===== src/rtl/perf_pkg.sv =====
// Shared definitions for the performance-counter bank: event channel indices
// and the bank's run/freeze state encoding.
package perf_pkg;

   // Conventional assignment of event strobes to evt[] bit positions
   localparam int EV_INST = 0;
   localparam int EV_IREQ = 1;
   localparam int EV_IHIT = 2;
   localparam int EV_DREQ = 3;
   localparam int EV_DHIT = 4;

   localparam int MAX_EVENTS = 15;

   typedef enum logic {
      RUN    = 1'b0,
      FROZEN = 1'b1
   } perf_state_t;

endpackage


===== src/rtl/perf_counter.sv =====
// One performance counter with a sticky overflow flag; saturates or wraps
// on the increment that finds it at all-ones.
module perf_counter
   import perf_pkg::*;
#(
   parameter int CNT_W    = 32,
   parameter bit SATURATE = 1'b1
) (
   input  logic             clk,
   input  logic             rst,
   input  logic             clr,
   input  logic             inc,
   output logic [CNT_W-1:0] cnt,
   output logic             ovf
);

   logic [CNT_W-1:0] r_cnt;
   logic             r_ovf;
   logic             w_at_max;

   assign w_at_max = &r_cnt;

   always_ff @(posedge clk) begin
      if (rst || clr) begin
         r_cnt <= '0;
         r_ovf <= 1'b0;
      end else if (inc) begin
         if (w_at_max) begin
            r_ovf <= 1'b1;
            r_cnt <= SATURATE ? r_cnt : '0;
         end else begin
            r_cnt <= r_cnt + CNT_W'(1);
         end
      end
   end

   assign cnt = r_cnt;
   assign ovf = r_ovf;

endmodule


===== src/rtl/perf_counter_bank.sv =====
// Cycle counter plus NUM_EVENTS event counters, frozen on processor halt,
// with a one-cycle registered read port for debug or bus access.
module perf_counter_bank
   import perf_pkg::*;
#(
   parameter  int NUM_EVENTS = 5,
   parameter  int CNT_W      = 32,
   parameter  bit SATURATE   = 1'b1,
   localparam int SEL_W      = $clog2(NUM_EVENTS + 1)
) (
   input  logic                  clk,
   input  logic                  rst,
   input  logic                  en,
   input  logic                  clr,
   input  logic [NUM_EVENTS-1:0] evt,
   input  logic                  halt,
   input  logic [SEL_W-1:0]      rd_sel,
   output logic [CNT_W-1:0]      rd_data,
   output logic                  rd_ovf,
   output logic                  frozen,
   output logic                  any_ovf,
   output perf_state_t           dbg_state
);

   localparam int NUM_CNT = NUM_EVENTS + 1;

   perf_state_t      r_state;
   perf_state_t      w_state_nxt;
   logic             w_count_en;
   logic [NUM_CNT-1:0] w_inc;
   logic [NUM_CNT-1:0] w_ovf;
   logic [CNT_W-1:0] w_cnt [NUM_CNT];
   logic [CNT_W-1:0] w_rd_data_nxt;
   logic             w_rd_ovf_nxt;
   logic [CNT_W-1:0] r_rd_data;
   logic             r_rd_ovf;

   always_ff @(posedge clk) begin
      if (rst) r_state <= RUN;
      else     r_state <= w_state_nxt;
   end

   // Once frozen, only clr (or rst) brings the bank back to RUN
   always_comb begin
      w_state_nxt = r_state;
      if (clr)
         w_state_nxt = RUN;
      else if ((r_state == RUN) && halt)
         w_state_nxt = FROZEN;
   end

   // The halt cycle itself still counts: gating uses the current state only
   always_comb begin
      w_count_en = (r_state == RUN) && en && !clr;
      w_inc      = {evt, 1'b1} & {NUM_CNT{w_count_en}};
   end

   for (genvar g = 0; g < NUM_CNT; g++) begin : g_cnt
      perf_counter #(
         .CNT_W    (CNT_W),
         .SATURATE (SATURATE)
      ) u_cnt (
         .clk (clk),
         .rst (rst),
         .clr (clr),
         .inc (w_inc[g]),
         .cnt (w_cnt[g]),
         .ovf (w_ovf[g])
      );
   end

   // Unused select codes above NUM_EVENTS read back as zero
   always_comb begin
      w_rd_data_nxt = '0;
      w_rd_ovf_nxt  = 1'b0;
      for (int i = 0; i < NUM_CNT; i++) begin
         if (rd_sel == SEL_W'(i)) begin
            w_rd_data_nxt = w_cnt[i];
            w_rd_ovf_nxt  = w_ovf[i];
         end
      end
   end

   always_ff @(posedge clk) begin
      if (rst || clr) begin
         r_rd_data <= '0;
         r_rd_ovf  <= 1'b0;
      end else begin
         r_rd_data <= w_rd_data_nxt;
         r_rd_ovf  <= w_rd_ovf_nxt;
      end
   end

   assign rd_data   = r_rd_data;
   assign rd_ovf    = r_rd_ovf;
   assign frozen    = (r_state == FROZEN);
   assign any_ovf   = |w_ovf;
   assign dbg_state = r_state;

endmodule


===== config.mk =====
export PLATFORM = sky130hd
export DESIGN_NAME = perf_counter_bank
export DESIGN_NICKNAME = d
export VERILOG_FILES = /design/src/rtl/perf_pkg.sv /design/src/rtl/perf_counter.sv /design/src/rtl/perf_counter_bank.sv
export SDC_FILE = /design/constraint.sdc
export NUM_CORES = 1
export LEC_CHECK = 0
export ABC_CLOCK_PERIOD_IN_PS = 5000
export CAP_MARGIN = 5
export CORE_ASPECT_RATIO = 2
export CORE_MARGIN = 5
export CORE_UTILIZATION = 40
export CTS_BUF_LIST = sky130_fd_sc_hd__clkbuf_16
export CTS_CLUSTER_SIZE = 25
export DETAILED_ROUTE_END_ITERATION = 10
export GPL_TIMING_DRIVEN = 0
export REMOVE_ABC_BUFFERS = 1
export SYNTH_ARGS = -nofsm -noshare
export SYNTH_HDL_FRONTEND = slang
export SYNTH_SLANG_ARGS = --single-unit

===== constraint.sdc =====
create_clock -name clk -period 5 [get_ports clk]
set_input_delay 1 -clock clk [delete_from_list [all_inputs] [get_ports clk]]
set_output_delay 1 -clock clk [all_outputs]
set_load 0.005 [all_outputs]

==> metrics.md, run 1 <==
| Metric | Value |
|---|---|
| Worst EP required | 5.43 ns |
| CTS sink count | ~230 |
| CTS clk-pin slew, worst paths | roughly 0.070 ns |
| CP cell instances | clkdlybuf4s50_1 > nor3b_2 > nand4_1 > a31oi_1 > a211oi_1 > a31o_2 |
| Fin area | 13500 um^2 |
| Die W | about 130 um |
| Total global routing overflow | 0 |
| Worst IR Drop VDD | 0.285 mV |
| Vias per std cell | 6.39 |
| Primary FF master, synth | dfxtp_1 |
| DR iter-0 viols | 763 |
| Total Neg Setup Slack | 0 ns |
| Tcrit/Tclk final | 83.1% |
| CP Class | in2reg |
| GR Util All Layers | between 20% and 30% |
| Power per Cell Area | ~270 nW/um^2 |
| Setup WS post-layout | 0.847 ns |
| Commonest cells in the netlist | 232 x dfxtp_1, 134 x nand2_1, 101 x a21oi_1 |
| Global-route wire length before repair | 61100 um |
| WL met1 | 15400 um |
| Final Util | 45.6% |
| Total wire length | approximately 40000 um |
| Status | finished clean |
| Pre-antenna DRT Iters | 5 |
| Slew HR | 9.36% |
| CP arrival | around 4.6 ns |
| Post-CTS Setup Bufs | 0 |
| Least-Margin Pin Slew | 1.36 ns |
| Met2 WL | approximately 20000 um |
| Die footprint | 33800 um^2 |
| Initial antenna violation count | 0 |
| Seq/Total Area, Yosys | 38.6% |
| RSZ-0062 raised after global routing | no |
| Core box area | roughly 30000 um^2 |
| Mapped Avg Cell Area | 8.37 um^2 |
| # rows | 89 |
| H-tree depth | 1 |
| CP Capture Type | flip-flop |
| Async set-or-reset flop fraction in the synthesized netlist | 0% |
| Avg WL per Cell | about 22 um |
| CP max FO | 13 |
| Setup Viol. Count Final | 0 |
| Leak Pwr | 0.00383 uW |
| Share of layout cells above drive strength 1 | 6.28% |
| Place WS | about 0.29 ns |
| CTS tree | yes |
| Root buffer cell | clkbuf_16 |
| Cells after synthesis | between 1000 and 1500 |
| CTS Hold Bufs | 0 |
| CTS max path bufs | 3 |
| Largest net degree at the start of global routing | 69 |
| Area leader, netlist | dfxtp_1 |
| Layout Skew | 0.0128 ns |
| #FFs+latches synth | 232 |
| Detail Route Antenna Nets | 0 |
| Die Y | about 260 um |
| Fmax achieved | about 240 MHz |
| Post-synth top area share | 38.6% |
| Area after DPL | 12800 um^2 |
| Layout Nets | 1451 |
| Gp weighted congestion | 0.903 |
| CP max stage cell | a31oi_1 |
| Netlist cell types | 60 |
| Hold Crit Class | reg2reg |
| Met3 WL post-DR | approximately 1500 um |
| CP peak stage delay | 0.98 ns |
| Layout area overhead | 12.4% |
| Port buffer count | 48 |
| Routed via count | 11600 |
| Most frequent cell after synthesis | dfxtp_1 |
| Final worst path period need | 4.15 ns |
| Startpoint types | primary input |
| Starting density of the core | slightly above 40% |
| ANT cells | 0 |
| Highest metal used | met4 |
| Netlist Area Pre-Place | roughly 12000 um^2 |
| DR DRC count | 0 |
| Vias in the first global route | 10800 |
| # fillers | 2961 |
| Max-slew violation count | 0 |
| Yosys warnings | 0 |
| Top post-synthesis cells by area | dfxtp_1 39%, a22oi_1 5.4%, or3_1 4.3% |
| Max-Cap Viols | 0 |
| Num CTS Buffers | 22 |
| Post-cts sizing count | 0 |
| Final Total Pwr | 3640 uW |
| Post-synth EDFFs | 0 |
| I/O pin cnt | 49 |
| Hpwl dp | 29100 um |
| Final Hold Viols | 0 |
| Clk Latency, worst-skew pair | roughly 0.53 ns |
## per-stage QoR
stage	instances	hold WS, ns
final	1812	0.485
after global routing	1812	0.516
after CTS	1811	0.489
after detailed placement	1771	0.479
after global placement	1758	0.466
after floorplan	1346	0.453
## per-layer routing
layer / vias to the layer above / GRT usage, %
met1: 5575 / 25.2
met5: - / 0
li1: 5554 / -
met2: 342 / 41.7
met3: 107 / 2.05
met4: 0 / 14.3
## flip-flops by register name, summed over array words and instances (netlist names)
name	count
dbg_state	1
rd_ovf	1
rd_data	32
g_cnt.u_cnt.ovf	6
g_cnt.u_cnt.cnt	192
## cells by family after synthesis
group                    after synthesis  synth area share [%]
XOR/XNOR                              31                  2.26
adder cells (fa/ha/maj)                6                 0.624
AO/OA/AOI/OAI                        398                  21.6
AND/OR/NAND/NOR                      619                  29.3
buffers and inverters                113                  3.80
flip-flops                           232                  38.6
multiplexers                          37                  3.77
## path summary, 6_finish.rpt
| check | start | end | slack [ns] | depth (start not counted) |
|---|---|---|---|---|
| worst min-delay path | g_cnt[0].u_cnt.cnt[23] | g_cnt[0].u_cnt.cnt[23] | 0.48 | 2 |
| worst min register to register | g_cnt[0].u_cnt.cnt[23] | g_cnt[0].u_cnt.cnt[23] | 0.48 | 2 |
| worst max-delay path | en | g_cnt[1].u_cnt.cnt[11] | 0.85 | 6 |
| worst max register to register | dbg_state | g_cnt[1].u_cnt.cnt[11] | 1.58 | 5 |
## power breakdown
group | leakage, uW | total [uW] | internal, uW | switching, uW
registers | 0.00187 | 1850 | 1850 | 3.70
clock network | 0.000347 | 1650 | 884 | 767
logic | 0.00162 | 135 | 40.2 | 94.6
## critical path: cells and delay by family
family                 cells  cell delay [ns]
AOI/OAI and AO/OA          3             1.43
and+or+nand+nor            2             1.40
buffers and inverters      1             0.72
## cells in the final DEF (no fill, tap or decap), types with 7 or more instances in the layout
cell / Yosys / layout
and3_1: 14 / 14
mux2i_1: 25 / 25
dfxtp_1: 232 / 232
and2_1: 10 / 10
clkbuf_16: 0 / 23
nor4_1: 23 / 22
clkdlybuf4s50_1: 0 / 47
nand4_1: 57 / 57
or4_1: 66 / 66
or3_1: 83 / 83
nor2_1: 85 / 84
a31oi_1: 39 / 39
inv_1: 22 / 26
o31ai_1: 48 / 48
a41o_1: 7 / 7
nand3_1: 62 / 62
and4_1: 19 / 19
a21oi_1: 101 / 101
o21ai_0: 56 / 56
a22oi_1: 87 / 87
xnor2_1: 19 / 19
xor2_1: 12 / 12
o211ai_1: 23 / 23
nor3_1: 24 / 22
nand2_1: 134 / 134
## cell type report
type,count,area (um^2),share of cell area (%)
clock buffers,23,576,4.26
inverters,23,86.3,0.639
clock inverters,17,104,0.769
well taps,364,455,3.37
repair buffers,62,678,5.02
multi-input cells,1091,6970,51.6
flip-flops and latches,232,4640,34.4
Power figures use the tool's default switching activity.
==> inputs of run 2 (changes only) <==
--- a/config.mk
+++ b/config.mk
@@ -5,7 +5,7 @@
 export SDC_FILE = /design/constraint.sdc
 export NUM_CORES = 1
 export LEC_CHECK = 0
-export ABC_CLOCK_PERIOD_IN_PS = 5000
+export ABC_CLOCK_PERIOD_IN_PS = 4300
 export CAP_MARGIN = 5
 export CORE_ASPECT_RATIO = 2
 export CORE_MARGIN = 5
==> constraint.sdc (replaced) <==
create_clock -name clk -period 4.3 [get_ports clk]
set_input_delay 0.86 -clock clk [delete_from_list [all_inputs] [get_ports clk]]
set_output_delay 0.86 -clock clk [all_outputs]
set_load 0.005 [all_outputs]
==> results of run 2 <==
Same layout as run 1 (identical final DEF). Status: finished clean.
Among the figures that moved: setup slack after placement 0.293 ns -> -0.267 ns; setup slack after layout 0.847 ns -> 0.287 ns; register-to-register setup slack 1.58 ns -> 0.88 ns; total power 3640 uW -> 4230 uW; worst IR drop on VDD 0.285 mV -> 0.331 mV
